===== src/rtl/dm_arbiter_pkg.sv =====
// Shared definitions for the data-memory arbiter: ownership state encoding,
// default widths and the counter-width helper.
package dm_arbiter_pkg;

  localparam int DEF_ADDR_W = 12;
  localparam int DATA_W     = 32;

  typedef enum logic {
    CPU_OWN = 1'b0,
    DMA_OWN = 1'b1
  } arb_state_e;

  // One extra bit so the counter can hold the saturation value itself.
  function automatic int cnt_width(input int max_val);
    return $clog2(max_val) + 1;
  endfunction

endpackage


===== src/rtl/dm_arbiter_if.sv =====
// Request, grant and memory-side signals shared by the CPU port, the DMA port
// and the data memory; the arbiter uses the slave view.
interface dm_arbiter_if
  import dm_arbiter_pkg::*;
#(
  parameter int ADDR_W = DEF_ADDR_W
);

  logic              cpu_req;
  logic              cpu_we;
  logic [ADDR_W-1:0] cpu_addr;
  logic [DATA_W-1:0] cpu_wd;
  logic [DATA_W-1:0] cpu_pc;
  logic              cpu_gnt;
  logic              cpu_stall;

  logic              dma_req;
  logic              dma_we;
  logic [ADDR_W-1:0] dma_addr;
  logic [DATA_W-1:0] dma_wd;
  logic              dma_gnt;

  logic              dm_we;
  logic [ADDR_W-1:0] dm_addr;
  logic [DATA_W-1:0] dm_wd;
  logic [DATA_W-1:0] dm_pc;
  logic [DATA_W-1:0] dm_rd;
  logic [DATA_W-1:0] rdata;

  modport slave (
    input  cpu_req, cpu_we, cpu_addr, cpu_wd, cpu_pc,
    input  dma_req, dma_we, dma_addr, dma_wd,
    input  dm_rd,
    output cpu_gnt, cpu_stall, dma_gnt,
    output dm_we, dm_addr, dm_wd, dm_pc, rdata
  );

  modport master (
    output cpu_req, cpu_we, cpu_addr, cpu_wd, cpu_pc,
    output dma_req, dma_we, dma_addr, dma_wd,
    output dm_rd,
    input  cpu_gnt, cpu_stall, dma_gnt,
    input  dm_we, dm_addr, dm_wd, dm_pc, rdata
  );

endinterface


===== src/rtl/dm_arbiter_sat_counter.sv =====
// Saturating up-counter with synchronous clear; clear has priority over
// increment. Used for the DMA starvation count and the forced-burst count.
module arb_sat_counter
  import dm_arbiter_pkg::*;
#(
  parameter int MAX = 8,
  parameter int W   = cnt_width(MAX)
) (
  input  logic         clk,
  input  logic         reset,
  input  logic         clr,
  input  logic         inc,
  output logic [W-1:0] cnt
);

  localparam logic [W-1:0] MAX_V = W'(MAX);

  logic [W-1:0] cnt_d;
  logic [W-1:0] cnt_q;

  always_comb begin
    cnt_d = cnt_q;
    if (clr) begin
      cnt_d = '0;
    end else if (inc && (cnt_q != MAX_V)) begin
      cnt_d = cnt_q + 1'b1;
    end
  end

  always_ff @(posedge clk or posedge reset) begin
    if (reset) begin
      cnt_q <= '0;
    end else begin
      cnt_q <= cnt_d;
    end
  end

  assign cnt = cnt_q;

endmodule


===== src/rtl/dm_arbiter.sv =====
// Shares the single-port data memory between the MEM-stage CPU port and a
// DMA/loader port: CPU priority by default, bounded forced DMA bursts on starvation.
module dm_arbiter
  import dm_arbiter_pkg::*;
#(
  parameter int ADDR_W   = DEF_ADDR_W,
  parameter int MAX_WAIT = 8,
  parameter int BURST    = 4
) (
  input  logic        clk,
  input  logic        reset,
  dm_arbiter_if.slave bus
);

  localparam int WAIT_W  = cnt_width(MAX_WAIT);
  localparam int BURST_W = cnt_width(BURST);

  localparam logic [WAIT_W-1:0]  WAIT_LAST  = WAIT_W'(MAX_WAIT - 1);
  localparam logic [BURST_W-1:0] BURST_LAST = BURST_W'(BURST - 1);

  arb_state_e state_d;
  arb_state_e state_q;

  logic cpu_gnt;
  logic dma_gnt;

  logic               wait_inc;
  logic               wait_clr;
  logic               wait_hit;
  logic [WAIT_W-1:0]  wait_cnt;

  logic               burst_inc;
  logic               burst_clr;
  logic               burst_hit;
  logic [BURST_W-1:0] burst_cnt;

  logic              steer_we;
  logic [ADDR_W-1:0] steer_addr;
  logic [DATA_W-1:0] steer_wd;
  logic [DATA_W-1:0] steer_pc;

  // Zero-latency grants: the owning side wins, the other side only gets an
  // otherwise idle cycle. Nothing is granted while reset is held.
  always_comb begin
    cpu_gnt = 1'b0;
    dma_gnt = 1'b0;
    if (!reset) begin
      if (state_q == CPU_OWN) begin
        cpu_gnt = bus.cpu_req;
        dma_gnt = bus.dma_req & ~bus.cpu_req;
      end else begin
        dma_gnt = bus.dma_req;
        cpu_gnt = bus.cpu_req & ~bus.dma_req;
      end
    end
  end

  always_comb begin
    wait_inc  = (state_q == CPU_OWN) & bus.dma_req & ~dma_gnt;
    wait_clr  = (state_q == DMA_OWN) | ~bus.dma_req | dma_gnt;
    wait_hit  = wait_inc & (wait_cnt == WAIT_LAST);
    burst_inc = (state_q == DMA_OWN) & dma_gnt;
    burst_hit = burst_inc & (burst_cnt == BURST_LAST);
    burst_clr = (state_q == CPU_OWN) | ~bus.dma_req | burst_hit;
  end

  arb_sat_counter #(
    .MAX (MAX_WAIT)
  ) u_wait_cnt (
    .clk   (clk),
    .reset (reset),
    .clr   (wait_clr),
    .inc   (wait_inc),
    .cnt   (wait_cnt)
  );

  arb_sat_counter #(
    .MAX (BURST)
  ) u_burst_cnt (
    .clk   (clk),
    .reset (reset),
    .clr   (burst_clr),
    .inc   (burst_inc),
    .cnt   (burst_cnt)
  );

  // A dropped DMA request ends the burst early so the CPU is not stalled for nothing.
  always_comb begin
    state_d = state_q;
    case (state_q)
      CPU_OWN: if (wait_hit) state_d = DMA_OWN;
      DMA_OWN: if (!bus.dma_req || burst_hit) state_d = CPU_OWN;
      default: state_d = CPU_OWN;
    endcase
  end

  always_ff @(posedge clk or posedge reset) begin
    if (reset) begin
      state_q <= CPU_OWN;
    end else begin
      state_q <= state_d;
    end
  end

  always_comb begin
    steer_we   = 1'b0;
    steer_addr = '0;
    steer_wd   = '0;
    steer_pc   = '0;
    if (cpu_gnt) begin
      steer_we   = bus.cpu_we;
      steer_addr = bus.cpu_addr;
      steer_wd   = bus.cpu_wd;
      steer_pc   = bus.cpu_pc;
    end else if (dma_gnt) begin
      steer_we   = bus.dma_we;
      steer_addr = bus.dma_addr;
      steer_wd   = bus.dma_wd;
    end
  end

  assign bus.cpu_gnt   = cpu_gnt;
  assign bus.dma_gnt   = dma_gnt;
  assign bus.cpu_stall = bus.cpu_req & ~cpu_gnt & ~reset;
  assign bus.dm_we     = steer_we;
  assign bus.dm_addr   = steer_addr;
  assign bus.dm_wd     = steer_wd;
  assign bus.dm_pc     = steer_pc;
  assign bus.rdata     = bus.dm_rd;

endmodule


===== src/flat_wrapper.sv =====
// flat-port wrapper written by rule: the top's interface ports become plain ports
module dm_arbiter_flat import dm_arbiter_pkg::*;
#(
  parameter int ADDR_W   = DEF_ADDR_W,
  parameter int MAX_WAIT = 8,
  parameter int BURST    = 4
)
  (clk, reset, bus_cpu_req, bus_cpu_we, bus_cpu_addr, bus_cpu_wd, bus_cpu_pc, bus_dma_req, bus_dma_we, bus_dma_addr, bus_dma_wd, bus_dm_rd, bus_cpu_gnt, bus_cpu_stall, bus_dma_gnt, bus_dm_we, bus_dm_addr, bus_dm_wd, bus_dm_pc, bus_rdata);
  dm_arbiter_if #(.ADDR_W(ADDR_W)) bus_i ();
  input  logic clk;
  input  logic reset;
  input wire logic [$bits(bus_i.cpu_req)-1:0] bus_cpu_req;
  input wire logic [$bits(bus_i.cpu_we)-1:0] bus_cpu_we;
  input wire logic [$bits(bus_i.cpu_addr)-1:0] bus_cpu_addr;
  input wire logic [$bits(bus_i.cpu_wd)-1:0] bus_cpu_wd;
  input wire logic [$bits(bus_i.cpu_pc)-1:0] bus_cpu_pc;
  input wire logic [$bits(bus_i.dma_req)-1:0] bus_dma_req;
  input wire logic [$bits(bus_i.dma_we)-1:0] bus_dma_we;
  input wire logic [$bits(bus_i.dma_addr)-1:0] bus_dma_addr;
  input wire logic [$bits(bus_i.dma_wd)-1:0] bus_dma_wd;
  input wire logic [$bits(bus_i.dm_rd)-1:0] bus_dm_rd;
  output wire logic [$bits(bus_i.cpu_gnt)-1:0] bus_cpu_gnt;
  output wire logic [$bits(bus_i.cpu_stall)-1:0] bus_cpu_stall;
  output wire logic [$bits(bus_i.dma_gnt)-1:0] bus_dma_gnt;
  output wire logic [$bits(bus_i.dm_we)-1:0] bus_dm_we;
  output wire logic [$bits(bus_i.dm_addr)-1:0] bus_dm_addr;
  output wire logic [$bits(bus_i.dm_wd)-1:0] bus_dm_wd;
  output wire logic [$bits(bus_i.dm_pc)-1:0] bus_dm_pc;
  output wire logic [$bits(bus_i.rdata)-1:0] bus_rdata;
  assign bus_i.cpu_req = bus_cpu_req;
  assign bus_i.cpu_we = bus_cpu_we;
  assign bus_i.cpu_addr = bus_cpu_addr;
  assign bus_i.cpu_wd = bus_cpu_wd;
  assign bus_i.cpu_pc = bus_cpu_pc;
  assign bus_i.dma_req = bus_dma_req;
  assign bus_i.dma_we = bus_dma_we;
  assign bus_i.dma_addr = bus_dma_addr;
  assign bus_i.dma_wd = bus_dma_wd;
  assign bus_i.dm_rd = bus_dm_rd;
  assign bus_cpu_gnt = bus_i.cpu_gnt;
  assign bus_cpu_stall = bus_i.cpu_stall;
  assign bus_dma_gnt = bus_i.dma_gnt;
  assign bus_dm_we = bus_i.dm_we;
  assign bus_dm_addr = bus_i.dm_addr;
  assign bus_dm_wd = bus_i.dm_wd;
  assign bus_dm_pc = bus_i.dm_pc;
  assign bus_rdata = bus_i.rdata;
  dm_arbiter #(.ADDR_W(ADDR_W), .MAX_WAIT(MAX_WAIT), .BURST(BURST)) u_core (.clk(clk), .reset(reset), .bus(bus_i));
endmodule

===== config.mk =====
export PLATFORM = sky130hd
export DESIGN_NAME = dm_arbiter_flat
export DESIGN_NICKNAME = d
export VERILOG_FILES = /design/src/rtl/dm_arbiter_pkg.sv /design/src/rtl/dm_arbiter_if.sv /design/src/rtl/dm_arbiter_sat_counter.sv /design/src/rtl/dm_arbiter.sv /design/src/flat_wrapper.sv
export SDC_FILE = /design/constraint.sdc
export NUM_CORES = 1
export LEC_CHECK = 0
export CORE_AREA = 2 2 106 108
export CTS_CLUSTER_SIZE = 30
export DETAILED_ROUTE_END_ITERATION = 8
export DIE_AREA = 0 0 108 110
export DONT_BUFFER_PORTS = 1
export PLACE_DENSITY_LB_ADDON = 0.3
export SYNTH_ARGS = -nofsm -noshare
export SYNTH_HDL_FRONTEND = slang
export SYNTH_SLANG_ARGS = --single-unit

===== constraint.sdc =====
create_clock -name clk -period 2.1 [get_ports clk]
set_input_delay 0.42 -clock clk [delete_from_list [all_inputs] [get_ports clk]]
set_output_delay 0.42 -clock clk [all_outputs]
set_load 0.05 [all_outputs]

==> results of run 1 <==
==> flip-flops by register name (all words and copies together) (netlist names) <==
name / count
u_core.u_wait_cnt.cnt: 4
u_core.u_burst_cnt.cnt: 3
u_core.state_q: 1
==> worst reg2reg max path, delay by kind of cell, from the launching register on <==
kind | cells | cell delay, ns
flip-flops | 1 | 0.39
adder cells (fa/ha/maj) | 2 | 0.39
AO/OA/AOI/OAI | 1 | 0.19
AND/OR/NAND/NOR | 2 | 0.29
==> cell usage after synthesis <==
| cell | n |
|---|---|
| and2_1 | 33 |
| nand2b_1 | 2 |
| xor2_1 | 1 |
| a211oi_4 | 1 |
| buf_2 | 11 |
| dfrtp_1 | 8 |
| ha_1 | 5 |
| nor2_1 | 4 |
| o31ai_1 | 1 |
| a211oi_1 | 1 |
| o211a_1 | 1 |
| clkbuf_1 | 1 |
| mux2i_1 | 3 |
| inv_1 | 8 |
| nand3b_1 | 3 |
| xnor2_1 | 1 |
| o211ai_1 | 1 |
| buf_4 | 35 |
| a22o_1 | 45 |
| a21oi_1 | 2 |
| nand4_1 | 4 |
| nand2_1 | 2 |
| nand3_1 | 2 |
==> where the power goes <==
group	internal [mW]	switching (mW)	total, mW
logic	0.291	0.403	0.695
clock network	0.124	0.0582	0.182
registers	0.158	0.00376	0.162
total	0.574	0.465	1.04
==> per-layer routing <==
metal	GRT usage, %	vias to the layer above
met5	0	-
met4	0.824	0
met3	3.70	0
met2	15.2	104
met1	10.6	700
li1	-	647
==> final cells by class <==
type / instances / area, µm² / area share, %
timing repair buffer: 72 / 1200 / 46.8
multi-input combinational: 112 / 913 / 35.7
sequential: 8 / 201 / 7.87
tap: 140 / 175 / 6.84
clock buffer: 3 / 41.3 / 1.61
inverter: 8 / 30.0 / 1.17
==> cell families after synthesis <==
logic type,Yosys count
mux,3
compound gates,52
simple gates,50
fa+ha+maj,5
flops,8
xor+xnor,2
buf+inv,55
==> timing repair <==
action | CTS | global route
buffers inserted | 2 | 2
pin swaps | 1 | 0
gates resized for setup | 4 | 3
gates cloned | 1 | 1
hold buffers | 0 | 0
setup endpoints to repair | 77 | 24
==> path summary, 6_finish.rpt <==
| kind | start | end | slack (ns) |
|---|---|---|---|
| setup / recovery | u_core.state_q$_DFF_PP0_ | bus_dm_addr[0] | 0.06 |
| setup reg to reg | u_core.u_burst_cnt.cnt[0]$_DFFE_PP0P_ | u_core.u_burst_cnt.cnt[2]$_DFFE_PP0P_ | 0.74 |
| max in group asynchronous | reset | u_core.state_q$_DFF_PP0_ | 1.88 |
| min in group clk | bus_dma_req | u_core.u_burst_cnt.cnt[0]$_DFFE_PP0P_ | 0.36 |
| hold reg to reg | u_core.u_wait_cnt.cnt[3]$_DFFE_PP0P_ | u_core.state_q$_DFF_PP0_ | 0.52 |
| hold / removal | reset | u_core.u_burst_cnt.cnt[2]$_DFFE_PP0P_ | 0.07 |
==> reports/summary.txt, run 1 <==
area share of the largest cell type after synthesis -> 27.8%
commonest non-fill, non-tap cell in the layout -> buf_12
global placer's final weighted congestion -> 0.737
pre-CTS WS -> 0.105 ns
H-tree Lvls -> 1
global-route wire length before repair -> 8.06 mm
vias per inst -> 4.23
post-synthesis register bit count -> 8
pwr dens -> 406 nW/µm²
Post-Synth Simple-Gate Area -> 21.1%
vias -> 1451
Final Max Tran Viols -> 0
synthesized area per cell -> 8.10 µm²
Metal-1 WL -> 2.41 mm
final setup skew -> 0.00276 ns
Worst Slack Setup Final -> 0.0553 ns
Hold Violations, Final -> 0
number of global-route vias before repair -> 1331
endpoint type of the worst setup path -> output pin
path length in cells of the critical path -> 5
outcome -> complete, no violations
sequential element share of the synthesized area -> 14.1%
cell taking the most area after synthesis -> a22o_1
most frequent cells in the layout -> buf_12, a22o_1, and2_1
CP cell instances -> a211oi_4 -> buf_4 -> buf_12 -> a22o_1 -> buf_12
CP arrival -> 1.62 ns
Post-Syn Area -> 1420 µm²
main combinational cell family by area after synthesis -> compound AO/OA/AOI/OAI gates
DR iter-0 viols -> 102
synth warn -> 0
delay-heaviest family, CP -> compound AO/OA/AOI/OAI gates
Worst-Skew Late Latency -> 0.23 ns
Initial Utilization -> 13.3%
Finished Layout Cells -> 343
Synth cell types -> 23
Worst setup SP type -> flop
# fillers -> 1131
CTS sink count -> 8
Worst-Margin Slew -> 0.416 ns
GRT Total Usage -> 8.79%
Die Height -> 110 µm
dpl cell area -> 2400 µm²
CTS tree -> yes
DP HPWL -> 5.41 mm
fin crit period -> 2.04 ns
Reg clk slew, reported paths -> 0.04 ns
Die W -> 108 µm
CP Data Required Time -> 1.68 ns
critical path peak fanout -> 20
mux cell area share after synthesis -> 2.12%
routed len/inst -> 19.2 µm
slowest stage cell, crit path -> dfrtp_2
final hold slack -> 0.0727 ns
Crit path top cell by count -> buf_12
cell count after synthesis -> 175
antenna-violating nets left -> 0
WL final -> 6.58 mm
Synth-to-Final Area Change -> 80.6%
initial antenna violation count -> 0
peak ir drop on the vdd network -> 0.294 mV
Adder-Cell Fraction of Synth Area -> 4.41%
port bufs -> 0
GRT overflow -> 0
Die ar. -> 11900 µm²
drt pass-1 iters -> 4
WP buf/inv -> 3
Fmax achieved -> 489 MHz
met3 wire len -> 778 µm
Tot Pwr -> 1.04 mW
LEAKAGE -> 1.06 nW
final setup fails -> 0
worst relative slew slack -> 72.1%
CTS Buf Count -> 3
Max stage delay on crit path -> 0.42 ns
Antenna Cells -> 0
IO Count -> 270
MaxCap Viol Count -> 0
worst hold path class -> input port to async pin
total core area -> 10700 µm²
met2 WL -> 3.39 mm
Final Cell Area -> 2560 µm²
top routing layer used -> met3
R2R cell count -> 5
Fin Setup TNS -> 0 ns
post-synthesis xor/xnor area fraction -> 1.24%
DRC violations left -> 0
largest net degree at the start of global routing -> 47
final net count -> 368
top cells by area, synth -> a22o_1, buf_4, and2_1
syn nets -> 338
share of layout cells above drive strength 1 -> 48.3%
dpl cells -> 334
worst-case clock buffer depth -> 2
fin crit share -> 97.4%
Synth Area in Compound Gates -> 32.2%
row count -> 38
CTS Root Cell -> clkbuf_8
Crit Path Category -> flop to output pin
Layout Utilization -> 23.9%
Power figures use the tool's default switching activity.
==> inputs of run 2 (changes only) <==
Settings changed: CORE_AREA 2 2 106 108 to 4 4 102 104, DIE_AREA 0 0 108 110 to 0 0 106 108.
==> run 2 against run 1 <==
Net effect: via count is 1.1% higher; sequential share of layout area is 0.30 points lower; clock skew is 0.0021 ns lower; register-to-register slack worse by 0.02 ns; non-clock buffer count stayed put; hold slack better by 0.0048 ns; clock power hardly changed; core utilization is 3.9 points higher; global-route usage is 1.7 points higher; highest routed layer is now met4.
==> reports/summary.txt, run 2 (synthesized netlist as in run 1, its figures left out) <==
CTS tree -> yes
switching power share of the total -> 44.2%
drt pass-1 iters -> 4
CTS sink count -> 8
Final Max Tran Viols -> 0
DRC violations left -> 0
H-tree Lvls -> 1
worst-case clock buffer depth -> 2
endpoint type of the worst setup path -> output pin
CP cell instances -> a211oi_4 -> buf_6 -> buf_16 -> and2_1 -> buf_12
GRT Total Usage -> 10.5%
slowest stage cell, crit path -> dfrtp_2
Worst setup SP type -> flop
Crit Path Category -> flop to output pin
final setup skew -> 0.000691 ns
final net count -> 368
MaxCap Viol Count -> 0
DR iter-0 viols -> 98
Worst-Margin Slew -> 0.464 ns
CTS Buf Count -> 3
Worst R2R Start -> u_core.u_burst_cnt.cnt[0]$_DFFE_PP0P_
Worst-Skew Late Latency -> 0.22 ns
critical path peak fanout -> 36
Finished Layout Cells -> 336
final hold slack -> 0.0774 ns
largest net degree at the start of global routing -> 47
hold buffers post-CTS -> 0
Hold Violations, Final -> 0
Fmax achieved -> 491 MHz
max reg flops -> 4
peak ir drop on the vdd network -> 0.335 mV
total core area -> 9550 µm²
CTS Root Cell -> clkbuf_8
dpl cells -> 330
global placer's final weighted congestion -> 0.784
CP arrival -> 1.62 ns
vias -> 1467
IO Count -> 270
CP Data Required Time -> 1.68 ns
antenna-violating nets left -> 0
Initial Utilization -> 14.8%
Clock power frac -> 17.2%
Pint -> 0.591 mW
switching power -> 0.468 mW
Die Height -> 108 µm
vias per inst -> 4.37
Die ar. -> 11400 µm²
LEAKAGE -> 1.09 nW
outcome -> complete, no violations
global-route wire length before repair -> 9.00 mm
row count -> 36
Max stage delay on crit path -> 0.42 ns
Fin Setup TNS -> 0 ns
most frequent cells in the layout -> buf_12, a22o_1, and2_1
number of global-route vias before repair -> 1317
share of layout cells above drive strength 1 -> 48.3%
worst hold path class -> input port to async pin
fin crit period -> 2.04 ns
RSZ-0062 raised after global routing -> true
commonest non-fill, non-tap cell in the layout -> buf_12
pwr dens -> 398 nW/µm²
initial antenna violation count -> 0
WL final -> 7.28 mm
Tot Pwr -> 1.06 mW
final setup fails -> 0
port bufs -> 0
r2r setup slk -> 0.72 ns
Reg clk slew, reported paths -> 0.04 ns
R2R cell count -> 5
Comb power frac -> 67.5%
Die W -> 106 µm
Antenna Cells -> 0
Reg power frac -> 15.3%
Worst R2R End -> u_core.u_burst_cnt.cnt[2]$_DFFE_PP0P_
fin crit share -> 97.0%
Synth-to-Final Area Change -> 87.7%
worst relative slew slack -> 68.9%
routed len/inst -> 21.7 µm
DP HPWL -> 6.34 mm
GRT overflow -> 0
# fillers -> 1008
-- run 2: cell count changes in the layout (fill, tap and decap cells not counted) --
| cell | delta |
|---|---|
| and2_4 | +3 |
| and2_1 | -3 |
| buf_6 | -1 |
| a22o_4 | -3 |
| clkbuf_16 | -1 |
| a22o_1 | +3 |
| buf_12 | +12 |
| buf_4 | -10 |
-- run 2: area by class of cell --
class,instances,area [µm²],area share (%)
Inverter,8,30.0,1.13
Clock buffer,3,41.3,1.55
Timing Repair Buffer,72,1330,49.9
Sequential cell,8,201,7.57
Multi-Input combinational cell,112,895,33.6
Tap cell,133,166,6.25
-- run 2: worst max path at each step --
stage,startpoint,end,depth (start not counted)
3_3_place_gp,u_core.state_q$_DFF_PP0_,bus_dm_we,4
4_1_cts,u_core.state_q$_DFF_PP0_,bus_dm_pc[6],5
5_1_grt,u_core.state_q$_DFF_PP0_,bus_dm_pc[19],5
3_5_place_dp,u_core.state_q$_DFF_PP0_,bus_dm_we,4
6_report,u_core.state_q$_DFF_PP0_,bus_dm_pc[10],5
2_1_floorplan,bus_dma_req,bus_dm_pc[22],4
-- run 2: through the flow --
step	setup WS [ns]	utilization (%)	area, µm²
6_report	0.0622	27.9	2660
5_1_grt	-0.0175	27.9	2660
4_1_cts	0.0414	27.8	2650
3_5_place_dp	0.124	26.9	2560
3_3_place_gp	0.155	26.9	2560
2_1_floorplan	-0.00873	-	1440
-- run 2: timing repair --
action | CTS | global route
setup buffers | 2 | 0
resized for setup | 3 | 3
pin swaps | 1 | 0
endpoints found under the hold margin | 0 | 0
endpoints found under the setup margin | 71 | 16
gates cloned | 1 | 0
-- run 2: power by group through the flow --
stage	Clock, mW	Combinational (mW)	Sequential (mW)
2_1_floorplan	0	0.570	0.163
3_3_place_gp	0	0.706	0.164
3_5_place_dp	0	0.708	0.164
4_1_cts	0.189	0.721	0.162
5_1_grt	0.196	0.736	0.162
6_report	0.182	0.715	0.162
-- run 2: layer usage --
metal  global-route usage [%]  vias up  wire length [µm]
met5                        0        -                 0
met4                     2.41        0                90
met3                     7.94        8              1240
met2                     15.4      128              3370
met1                     12.1      679              2580
li1                         -      652                 -
-- run 2: worst max-delay path: cells and delay by family, from the launching register on --
| family | cells | cell delay (ns) |
|---|---|---|
| compound gates | 1 | 0.29 |
| simple gates | 1 | 0.19 |
| flops | 1 | 0.42 |
| buf+inv | 3 | 0.48 |
==> inputs of run 3 (changes only) <==
Settings changed: ABC_CLOCK_PERIOD_IN_PS set to 2100.
==> results of run 3 <==
Same layout as run 2: the final DEF is identical, and so are final timing and power.
